==> config.mk <==
export PLATFORM = sky130hd
export DESIGN_NAME = mbist_bram_sched
export DESIGN_NICKNAME = d
export VERILOG_FILES = /design/src/rtl/mbist_pkg.sv /design/src/rtl/mbist_next_sel.sv /design/src/rtl/mbist_bram_sched.sv
export SDC_FILE = /design/constraint.sdc
export NUM_CORES = 1
export LEC_CHECK = 0
export CAP_MARGIN = 20
export CORE_MARGIN = 1
export CORE_UTILIZATION = 35
export DETAILED_ROUTE_END_ITERATION = 10
export SYNTH_ARGS = -nofsm -noshare
export SYNTH_HDL_FRONTEND = slang
export SYNTH_SLANG_ARGS = --single-unit
==> constraint.sdc <==
create_clock -name TCLK -period 7.22 [get_ports TCLK]
set_clock_uncertainty 0.2 [all_clocks]
set_input_delay 2.166 -clock TCLK [delete_from_list [all_inputs] [get_ports TCLK]]
set_output_delay 2.166 -clock TCLK [all_outputs]
set_load 0.02 [all_outputs]
==> src/rtl/mbist_pkg.sv <==
`default_nettype none
// ============================================================================
// Module      : mbist_pkg
// Description : Shared definitions for the MBIST BRAM shell scheduler.
//               Holds the scheduler state encoding and a clog2 helper used
//               to size the CUR_SHELL shell-index bus.
// Revision    : 1.0 - initial release
// ============================================================================
package mbist_pkg;

   // Scheduler states. The encoding is fixed so that the state value seen
   // on a debug probe matches the documented numbering.
   typedef enum logic [1:0] {
      IDLE   = 2'd0,
      RUN    = 2'd1,
      GAP    = 2'd2,
      FINISH = 2'd3
   } state_t;

   // Number of bits needed to represent the values 0 .. n-1.
   function automatic int clog2(input int n);
      int r;
      int v;
      r = 0;
      v = n - 1;
      while (v > 0) begin
         r = r + 1;
         v = v >> 1;
      end
      return r;
   endfunction

endpackage
`default_nettype wire

==> src/rtl/mbist_next_sel.sv <==
`default_nettype none
// ============================================================================
// Module      : mbist_next_sel
// Description : Combinational priority encoder. Finds the lowest enabled
//               shell whose 1-based index is strictly greater than base_i.
//               Used both to pick the first shell of a sequential session
//               (base_i = 0) and the following shell after a gap.
// Ports       : en_i      - shell enable mask, bit k-1 = shell k
//               base_i    - current shell index (0 = start of session)
//               found_o   - a candidate shell exists
//               sel_o     - 1-based index of the selected shell
//               onehot_o  - selected shell as a one-hot bit mask
// Revision    : 1.0 - initial release
// ============================================================================
module mbist_next_sel
   import mbist_pkg::*;
#(
   parameter int SHN = 4
) (
   input  logic [SHN-1:0]             en_i,
   input  logic [clog2(SHN+1)-1:0]    base_i,
   output logic                       found_o,
   output logic [clog2(SHN+1)-1:0]    sel_o,
   output logic [SHN-1:0]             onehot_o
);

   localparam int CW = clog2(SHN + 1);

   // Scan from the top down so the last hit written is the lowest index.
   always_comb begin
      found_o  = 1'b0;
      sel_o    = '0;
      onehot_o = '0;
      for (int i = SHN; i >= 1; i--) begin
         if (en_i[i-1] && (CW'(i) > base_i)) begin
            found_o       = 1'b1;
            sel_o         = CW'(i);
            onehot_o      = '0;
            onehot_o[i-1] = 1'b1;
         end
      end
   end

endmodule
`default_nettype wire

==> src/rtl/mbist_bram_sched.sv <==
`default_nettype none
// ============================================================================
// Module      : mbist_bram_sched
// Description : Scheduler for up to SHN MBIST BRAM shells. Runs the enabled
//               shells one at a time with a one-cycle idle gap between them
//               (sequential) or all together (parallel). Keeps a sticky
//               per-shell fail map, a per-run watchdog with timeout map,
//               and supports abort by dropping TEST_H.
// Ports       : TCLK, RESET_H       - clock, synchronous active-high reset
//               TEST_H              - start level (rising edge), low aborts
//               PAR_MODE            - 1 parallel / 0 sequential
//               ALG_SEL             - algorithm select, latched at start
//               SHELL_EN            - shell enable mask, latched at start
//               SH_FAIL, SH_DONE    - per-shell status from the shells
//               SH_TEST_H           - per-shell test enable (registered)
//               SH_ALG_SEL          - latched algorithm broadcast
//               BUSY, DONE, FAIL    - session status
//               FAIL_MAP, TO_MAP    - sticky fail / watchdog-expiry maps
//               CUR_SHELL           - running shell index (sequential only)
// Revision    : 1.0 - initial release
// ============================================================================
module mbist_bram_sched
   import mbist_pkg::*;
#(
   parameter int SHN   = 4,
   parameter int ASNET = 3,
   parameter int TOW   = 20,
   parameter int TMO   = 1000000
) (
   input  logic                     TCLK,
   input  logic                     RESET_H,
   input  logic                     TEST_H,
   input  logic                     PAR_MODE,
   input  logic [ASNET:0]           ALG_SEL,
   input  logic [SHN-1:0]           SHELL_EN,
   input  logic [SHN-1:0]           SH_FAIL,
   input  logic [SHN-1:0]           SH_DONE,
   output logic [SHN-1:0]           SH_TEST_H,
   output logic [ASNET:0]           SH_ALG_SEL,
   output logic                     BUSY,
   output logic                     DONE,
   output logic                     FAIL,
   output logic [SHN-1:0]           FAIL_MAP,
   output logic [SHN-1:0]           TO_MAP,
   output logic [clog2(SHN+1)-1:0]  CUR_SHELL
);

   localparam int             CW      = clog2(SHN + 1);
   localparam logic [TOW-1:0] WD_LAST = TOW'(TMO - 1);

   state_t           state_q,   state_d;
   logic             prev_q,    prev_d;
   logic [SHN-1:0]   sh_test_q, sh_test_d;
   logic [ASNET:0]   alg_q,     alg_d;
   logic             par_q,     par_d;
   logic [SHN-1:0]   en_q,      en_d;
   logic             busy_q,    busy_d;
   logic             done_q,    done_d;
   logic [SHN-1:0]   fmap_q,    fmap_d;
   logic [SHN-1:0]   tmap_q,    tmap_d;
   logic [CW-1:0]    cur_q,     cur_d;
   logic [TOW-1:0]   wd_q,      wd_d;

   logic             start;
   logic [SHN-1:0]   running;
   logic [SHN-1:0]   sel_en;
   logic [CW-1:0]    sel_base;
   logic             sel_found;
   logic [CW-1:0]    sel_idx;
   logic [SHN-1:0]   sel_onehot;

   assign start   = TEST_H & ~prev_q;
   // Shells still running after this cycle's done flags are taken into account.
   assign running = sh_test_q & ~SH_DONE;

   // In IDLE the mask is not latched yet, so the live input feeds the encoder.
   assign sel_en   = (state_q == IDLE) ? SHELL_EN : en_q;
   assign sel_base = (state_q == IDLE) ? '0       : cur_q;

   mbist_next_sel #(
      .SHN      (SHN)
   ) u_next_sel (
      .en_i     (sel_en),
      .base_i   (sel_base),
      .found_o  (sel_found),
      .sel_o    (sel_idx),
      .onehot_o (sel_onehot)
   );

   always_comb begin
      state_d   = state_q;
      prev_d    = TEST_H;
      sh_test_d = sh_test_q;
      alg_d     = alg_q;
      par_d     = par_q;
      en_d      = en_q;
      busy_d    = busy_q;
      done_d    = done_q;
      fmap_d    = fmap_q;
      tmap_d    = tmap_q;
      cur_d     = cur_q;
      wd_d      = wd_q;

      case (state_q)
         IDLE: begin
            if (start) begin
               alg_d  = ALG_SEL;
               par_d  = PAR_MODE;
               en_d   = SHELL_EN;
               fmap_d = '0;
               tmap_d = '0;
               wd_d   = '0;
               done_d = 1'b0;
               if (SHELL_EN == '0) begin
                  busy_d  = 1'b0;
                  done_d  = 1'b1;
                  cur_d   = '0;
                  state_d = FINISH;
               end else if (PAR_MODE) begin
                  sh_test_d = SHELL_EN;
                  busy_d    = 1'b1;
                  cur_d     = '0;
                  state_d   = RUN;
               end else begin
                  sh_test_d = sel_onehot;
                  busy_d    = 1'b1;
                  cur_d     = sel_idx;
                  state_d   = RUN;
               end
            end
         end

         RUN: begin
            if (!TEST_H) begin
               sh_test_d = '0;
               busy_d    = 1'b0;
               cur_d     = '0;
               state_d   = IDLE;
            end else begin
               wd_d   = wd_q + TOW'(1);
               fmap_d = fmap_q | (SH_FAIL & sh_test_q);
               if (!par_q) begin
                  // A done seen on the last watchdog cycle still counts as done.
                  if ((SH_DONE & sh_test_q) != '0) begin
                     sh_test_d = '0;
                     state_d   = GAP;
                  end else if (wd_q == WD_LAST) begin
                     tmap_d    = tmap_q | sh_test_q;
                     fmap_d    = fmap_d | sh_test_q;
                     sh_test_d = '0;
                     state_d   = GAP;
                  end
               end else begin
                  if (running == '0) begin
                     sh_test_d = '0;
                     busy_d    = 1'b0;
                     done_d    = 1'b1;
                     state_d   = FINISH;
                  end else if (wd_q == WD_LAST) begin
                     tmap_d    = tmap_q | running;
                     fmap_d    = fmap_d | running;
                     sh_test_d = '0;
                     busy_d    = 1'b0;
                     done_d    = 1'b1;
                     state_d   = FINISH;
                  end else begin
                     sh_test_d = running;
                  end
               end
            end
         end

         GAP: begin
            if (!TEST_H) begin
               sh_test_d = '0;
               busy_d    = 1'b0;
               cur_d     = '0;
               state_d   = IDLE;
            end else if (sel_found) begin
               sh_test_d = sel_onehot;
               cur_d     = sel_idx;
               wd_d      = '0;
               state_d   = RUN;
            end else begin
               busy_d  = 1'b0;
               done_d  = 1'b1;
               cur_d   = '0;
               state_d = FINISH;
            end
         end

         FINISH: begin
            if (!TEST_H) begin
               done_d  = 1'b0;
               state_d = IDLE;
            end
         end

         default: begin
            state_d = IDLE;
         end
      endcase
   end

   always_ff @(posedge TCLK) begin
      if (RESET_H) begin
         state_q   <= IDLE;
         prev_q    <= 1'b0;
         sh_test_q <= '0;
         alg_q     <= '0;
         par_q     <= 1'b0;
         en_q      <= '0;
         busy_q    <= 1'b0;
         done_q    <= 1'b0;
         fmap_q    <= '0;
         tmap_q    <= '0;
         cur_q     <= '0;
         wd_q      <= '0;
      end else begin
         state_q   <= state_d;
         prev_q    <= prev_d;
         sh_test_q <= sh_test_d;
         alg_q     <= alg_d;
         par_q     <= par_d;
         en_q      <= en_d;
         busy_q    <= busy_d;
         done_q    <= done_d;
         fmap_q    <= fmap_d;
         tmap_q    <= tmap_d;
         cur_q     <= cur_d;
         wd_q      <= wd_d;
      end
   end

   assign SH_TEST_H  = sh_test_q;
   assign SH_ALG_SEL = alg_q;
   assign BUSY       = busy_q;
   assign DONE       = done_q;
   assign FAIL       = done_q & (|fmap_q);
   assign FAIL_MAP   = fmap_q;
   assign TO_MAP     = tmap_q;
   assign CUR_SHELL  = cur_q;

endmodule
`default_nettype wire

Word-level counts from Yosys, hierarchy flattened
Cells that the tools add are included.
{ "word_totals": {"ff_bits": 49, "inputBits": 20} }
{ "op_classes": {"n_eq_ne": 23, "add_sub_neg": 1, "magnitude_cmp": 4, "muxes": 84, "reduce_logical": 20, "n_bitwise": 12} }
{ "ops": {"columns": ["op", "count"], "rows": [
  ["4-bit two-way mux", 29],
  ["20-bit two-way mux", 4],
  ["20-bit case mux with 3 select lines", 1],
  ["3-bit two-way mux", 11],
  ["2-bit two-way mux", 11],
  ["1-bit two-way mux", 21],
  ["20-bit by 1-bit adder with 20-bit output (second input constant)", 1],
  ["20-bit equality test (second input constant)", 1],
  ["2-bit inequality test (second input constant)", 10],
  ["4-bit OR", 5],
  ["3-bit inequality test (second input constant)", 6],
  ["4-bit case mux with 2 select lines", 2],
  ["5-bit AND reduction", 3],
  ["4-bit bitwise AND", 3],
  ["4-bit case mux with 3 select lines", 1],
  ["5-bit inequality test (second input constant)", 2],
  ["3-bit case mux with 3 select lines", 1],
  ["4-bit zero test", 2],
  ["2-bit case mux with 4 select lines", 1],
  ["7-bit AND reduction", 1],
  ["2-bit by 3-bit greater-than comparator with 1-bit output (first input constant)", 2],
  ["3-bit AND reduction", 2],
  ["6-bit AND reduction", 1],
  ["2-bit equality test (second input constant)", 2],
  ["other kinds (17)", 21]
]} }

Depth between registers and ports, before layout
{ "depth": {"depth_word": 12, "mapped_depth": 9} }

Cells and area by module
Synthesis repeated with hierarchy kept, for this count alone.
{ "hier_totals": {"cells_unflattened": 334, "hier_area_um2": 2751.4} }
{ "modules_own_cells": {"columns": ["module", "area_each_um2", "n_inst", "cells_each", "seq_area_each_um2"], "rows": [
  ["mbist_bram_sched", 2597.5, 1, 310, 980.9],
  ["mbist_next_sel", 153.9, 1, 24, 0.0]
]} }

Least setup slack after synthesis
Ideal clock, no wire load.
{ "synth_path": {"path_kind": "input -> register", "startpoint": "input port SHELL_EN[1]", "endpoint": "register wd_q[1]", "arrival_time_ps": 3527, "path_stages": 6, "path_slack_ps": 3376, "required_ps": 6903, "path_cell_list": "o21ai_0 > nand4_4 > o21ai_2 > buf_2 > mux2i_1 > nor2_1"} }
{ "synth_between": {"elab_chain_cells": 6} }
{ "synth_rtl": {"columns": ["item", "line_no", "text"], "rows": [
  ["start: declaration", "mbist_bram_sched.sv:35", "input logic [SHN-1:0] SHELL_EN,"],
  ["4-bit two-way mux", "mbist_bram_sched.sv:77", "assign sel_en = (state_q == IDLE) ? SHELL_EN : en_q;"],
  ["1-bit logical AND", "mbist_next_sel.sv:35", "if (en_i[i-1] && (CW'(i) > base_i)) begin"],
  ["1-bit two-way mux (2 in a row)", "mbist_next_sel.sv:35", null],
  ["2-bit inequality test (no line)", null, null],
  ["5-bit AND reduction (no line)", null, null],
  ["end signal: assignment", "mbist_bram_sched.sv:231", "wd_q <= wd_d;"],
  ["end: declaration", "mbist_bram_sched.sv:62", "logic [TOW-1:0] wd_q, wd_d;"]
]} }
No other way between the ends.
A chain may end at the register's enable or synchronous reset.

Worst setup path after layout
{ "layout_path": {"startpoint": "input port SHELL_EN[1]", "endpoint": "register wd_q[13]"} }
The elaborated chain is that of the path after synthesis.

==> impl_metrics.tcl <==
set metrics [dict create \
    status "complete, no violations" \
    ys_ff_latch 49 \
    max_freq_mhz 209.5 \
    final_hold_viol_count 0 \
    final_common_cell "dfxtp_1" \
    overflow 0 \
    num_rows 33 \
    ctsResizeCount 0 \
    drive_gt1_frac 0.06015 \
    dieArea_um2 8794 \
    via_per_inst 5.742 \
    wl_met2_um 3622 \
    power_leakage_uw 0.001162 \
    slew_violations 0 \
    relSlewSlack 0.3028 \
    yosys_warnings 0 \
    fin_crit_ps 4773 \
    portBuffers 41 \
    tns_ps 0 \
    syn_avg_cell_area_um2 8.098 \
    io-pin-count 42 \
    worstSetupPathType "input port to flip-flop" \
    cts_max_level 2 \
    nets 424 \
    synth-main-ff-cell "dfxtp_1" \
    dp_hpwl_um 5560 \
    drc_errors 0 \
    clk_latency_ps 320 \
    drv_cap 0 \
    rsz0062_at_grt "no" \
    dr.pass1.iters 4 \
    setup_violations 0 \
    critPathArrivalTime_ps 4800 \
    worstPathRequired_ps 7240 \
    ys_types 64 \
    cts_tree "built" \
    post_drt_wl_per_cell_um 15.01 \
    holdWs_ps 253.7 \
    netlist_area_um2 2948 \
    met3WireLength_um 323 \
    wl_met1_um 3485 \
    synth-edff-count 0 \
    place.gp.congestion 0.8583 \
    start_util 0.3606 \
    async_reset_ff_frac 0 \
    netlist_instances 364 \
    worst_pin_slew_ps 1039 \
    grt_pass1_vias 2643 \
    holdBufCountCts 0 \
    top_layer "met4" \
    cp_max_fo 19 \
    clk_pin_slew_ps 100 \
    vias 2894 \
    core_area_um2 8175 \
    dr.first_iter.drc_count 82 \
    cts_root_buffer "clkbuf_8" \
    antenna_found_initial 0 \
    cts_buffer_depth 2 \
    grt_max_degree 28 \
    ff2ff_setup_slack_ps 3800 \
    final_cell_mix "dfxtp_1, clkdlybuf4s50_1, a21oi_1" \
    grt_usage 0.1782 \
    end_kind "flip-flop" \
    postRouteAntennaNets 0 \
    ys_seq_area_frac 0.3328 \
    cp-start-kind "input port" \
    power_uw 1067 \
    final.fill_count 832 \
    wirelength_um 7566 \
    ir_drop_uv 132.2 \
    cts_setup_buffers 0 \
    syn_nets 390 \
    fin_crit_sh 0.6611 \
    dieWidth_um 93.78 \
    grt_pass1_wl_um 12480 \
    area_growth_pct 20.16 \
    clock-sinks 49 \
    cts_made_buffers 5 \
    n_antenna_cell 0 \
    die_h_um 93.78 \
    power.density_nw_per_um2 301.2 \
    min_path_type "flip-flop to flip-flop" \
]
[routing by layer]
layer / GRT usage / vias up
li1: - / 1449
met1: 0.2329 / 1356
met2: 0.2920 / 74
met3: 0.02670 / 15
met4: 0.07179 / 0
met5: 0 / -
[cell usage after synthesis (all sizes together) (5+ instances only)]
master / instances / share of area
nand2: 32 / 0.041
nand2b: 11 / 0.023
clkbuf: 12 / 0.015
ha: 6 / 0.025
a211oi: 5 / 0.013
o211ai: 7 / 0.020
nand3: 13 / 0.022
nand4: 6 / 0.020
or4: 13 / 0.033
nor2: 24 / 0.031
mux2i: 10 / 0.034
inv: 20 / 0.025
a21oi: 36 / 0.061
o2111ai: 7 / 0.021
dfxtp: 49 / 0.33
o31ai: 12 / 0.031
or3: 7 / 0.017
o21ai: 24 / 0.042
[cells by family after synthesis]
family          after synthesis  synth area share
flops                        49            0.3328
compound gates              123            0.2891
simple gates                137            0.2619
fa+ha+maj                     6           0.02547
mux                          11           0.03778
xor+xnor                      2          0.005943
buf+inv                      36           0.04711
[area by class of cell]
type,count,area (um^2),share of cell area
clock buffer,7,96.34,0.02720
clock inverter,1,8.758,0.002473
inverter,21,78.83,0.02225
multi-input combinational,279,1828,0.5161
sequential,49,980.9,0.2769
tap,105,131.4,0.03709
timing repair buffer,42,417.9,0.1180
[critical path, cell delays in order]
cell and delay (ps):
clkdlybuf4s50_1 480, o21ai_0 480, nand4_4 290, o21ai_2 630, o21ai_1 480, a21oi_1 250
[metrics by stage]
step,setup WS (ps),area [um^2],cells,utilization
after floorplan,3376,2948,364,-
after detailed placement,2105,3437,496,0.4204
after global placement,2180,3437,496,0.4204
final,2447,3542,504,0.4333
after global routing,2180,3542,504,0.4333
after CTS,2440,3542,504,0.4333
[path summary, 6_finish.rpt]
path,startpoint,endpoint,cells after the start
hold reg to reg,TO_MAP[0],TO_MAP[0],2
setup reg to reg,state_q[0],wd_q[0],7
hold / removal,TO_MAP[0],TO_MAP[0],2
setup / recovery,SHELL_EN[1],wd_q[13],6
[power by group]
| part | switching [uW] | internal, uW |
|---|---|---|
| Combinational | 330 | 203 |
| Clock | 98.4 | 88.7 |
| Sequential | 42.4 | 304 |
| Total | 471 | 596 |
[registers in the layout (all words and copies together) (netlist names)]
name and cells:
FAIL_MAP 4, DONE 1, prev_q 1, wd_q 20, en_q 4, SH_TEST_H 4, CUR_SHELL 3, BUSY 1
SH_ALG_SEL 4, state_q 2, par_q 1, TO_MAP 4
No activity file was read; power rests on OpenSTA's default activity.
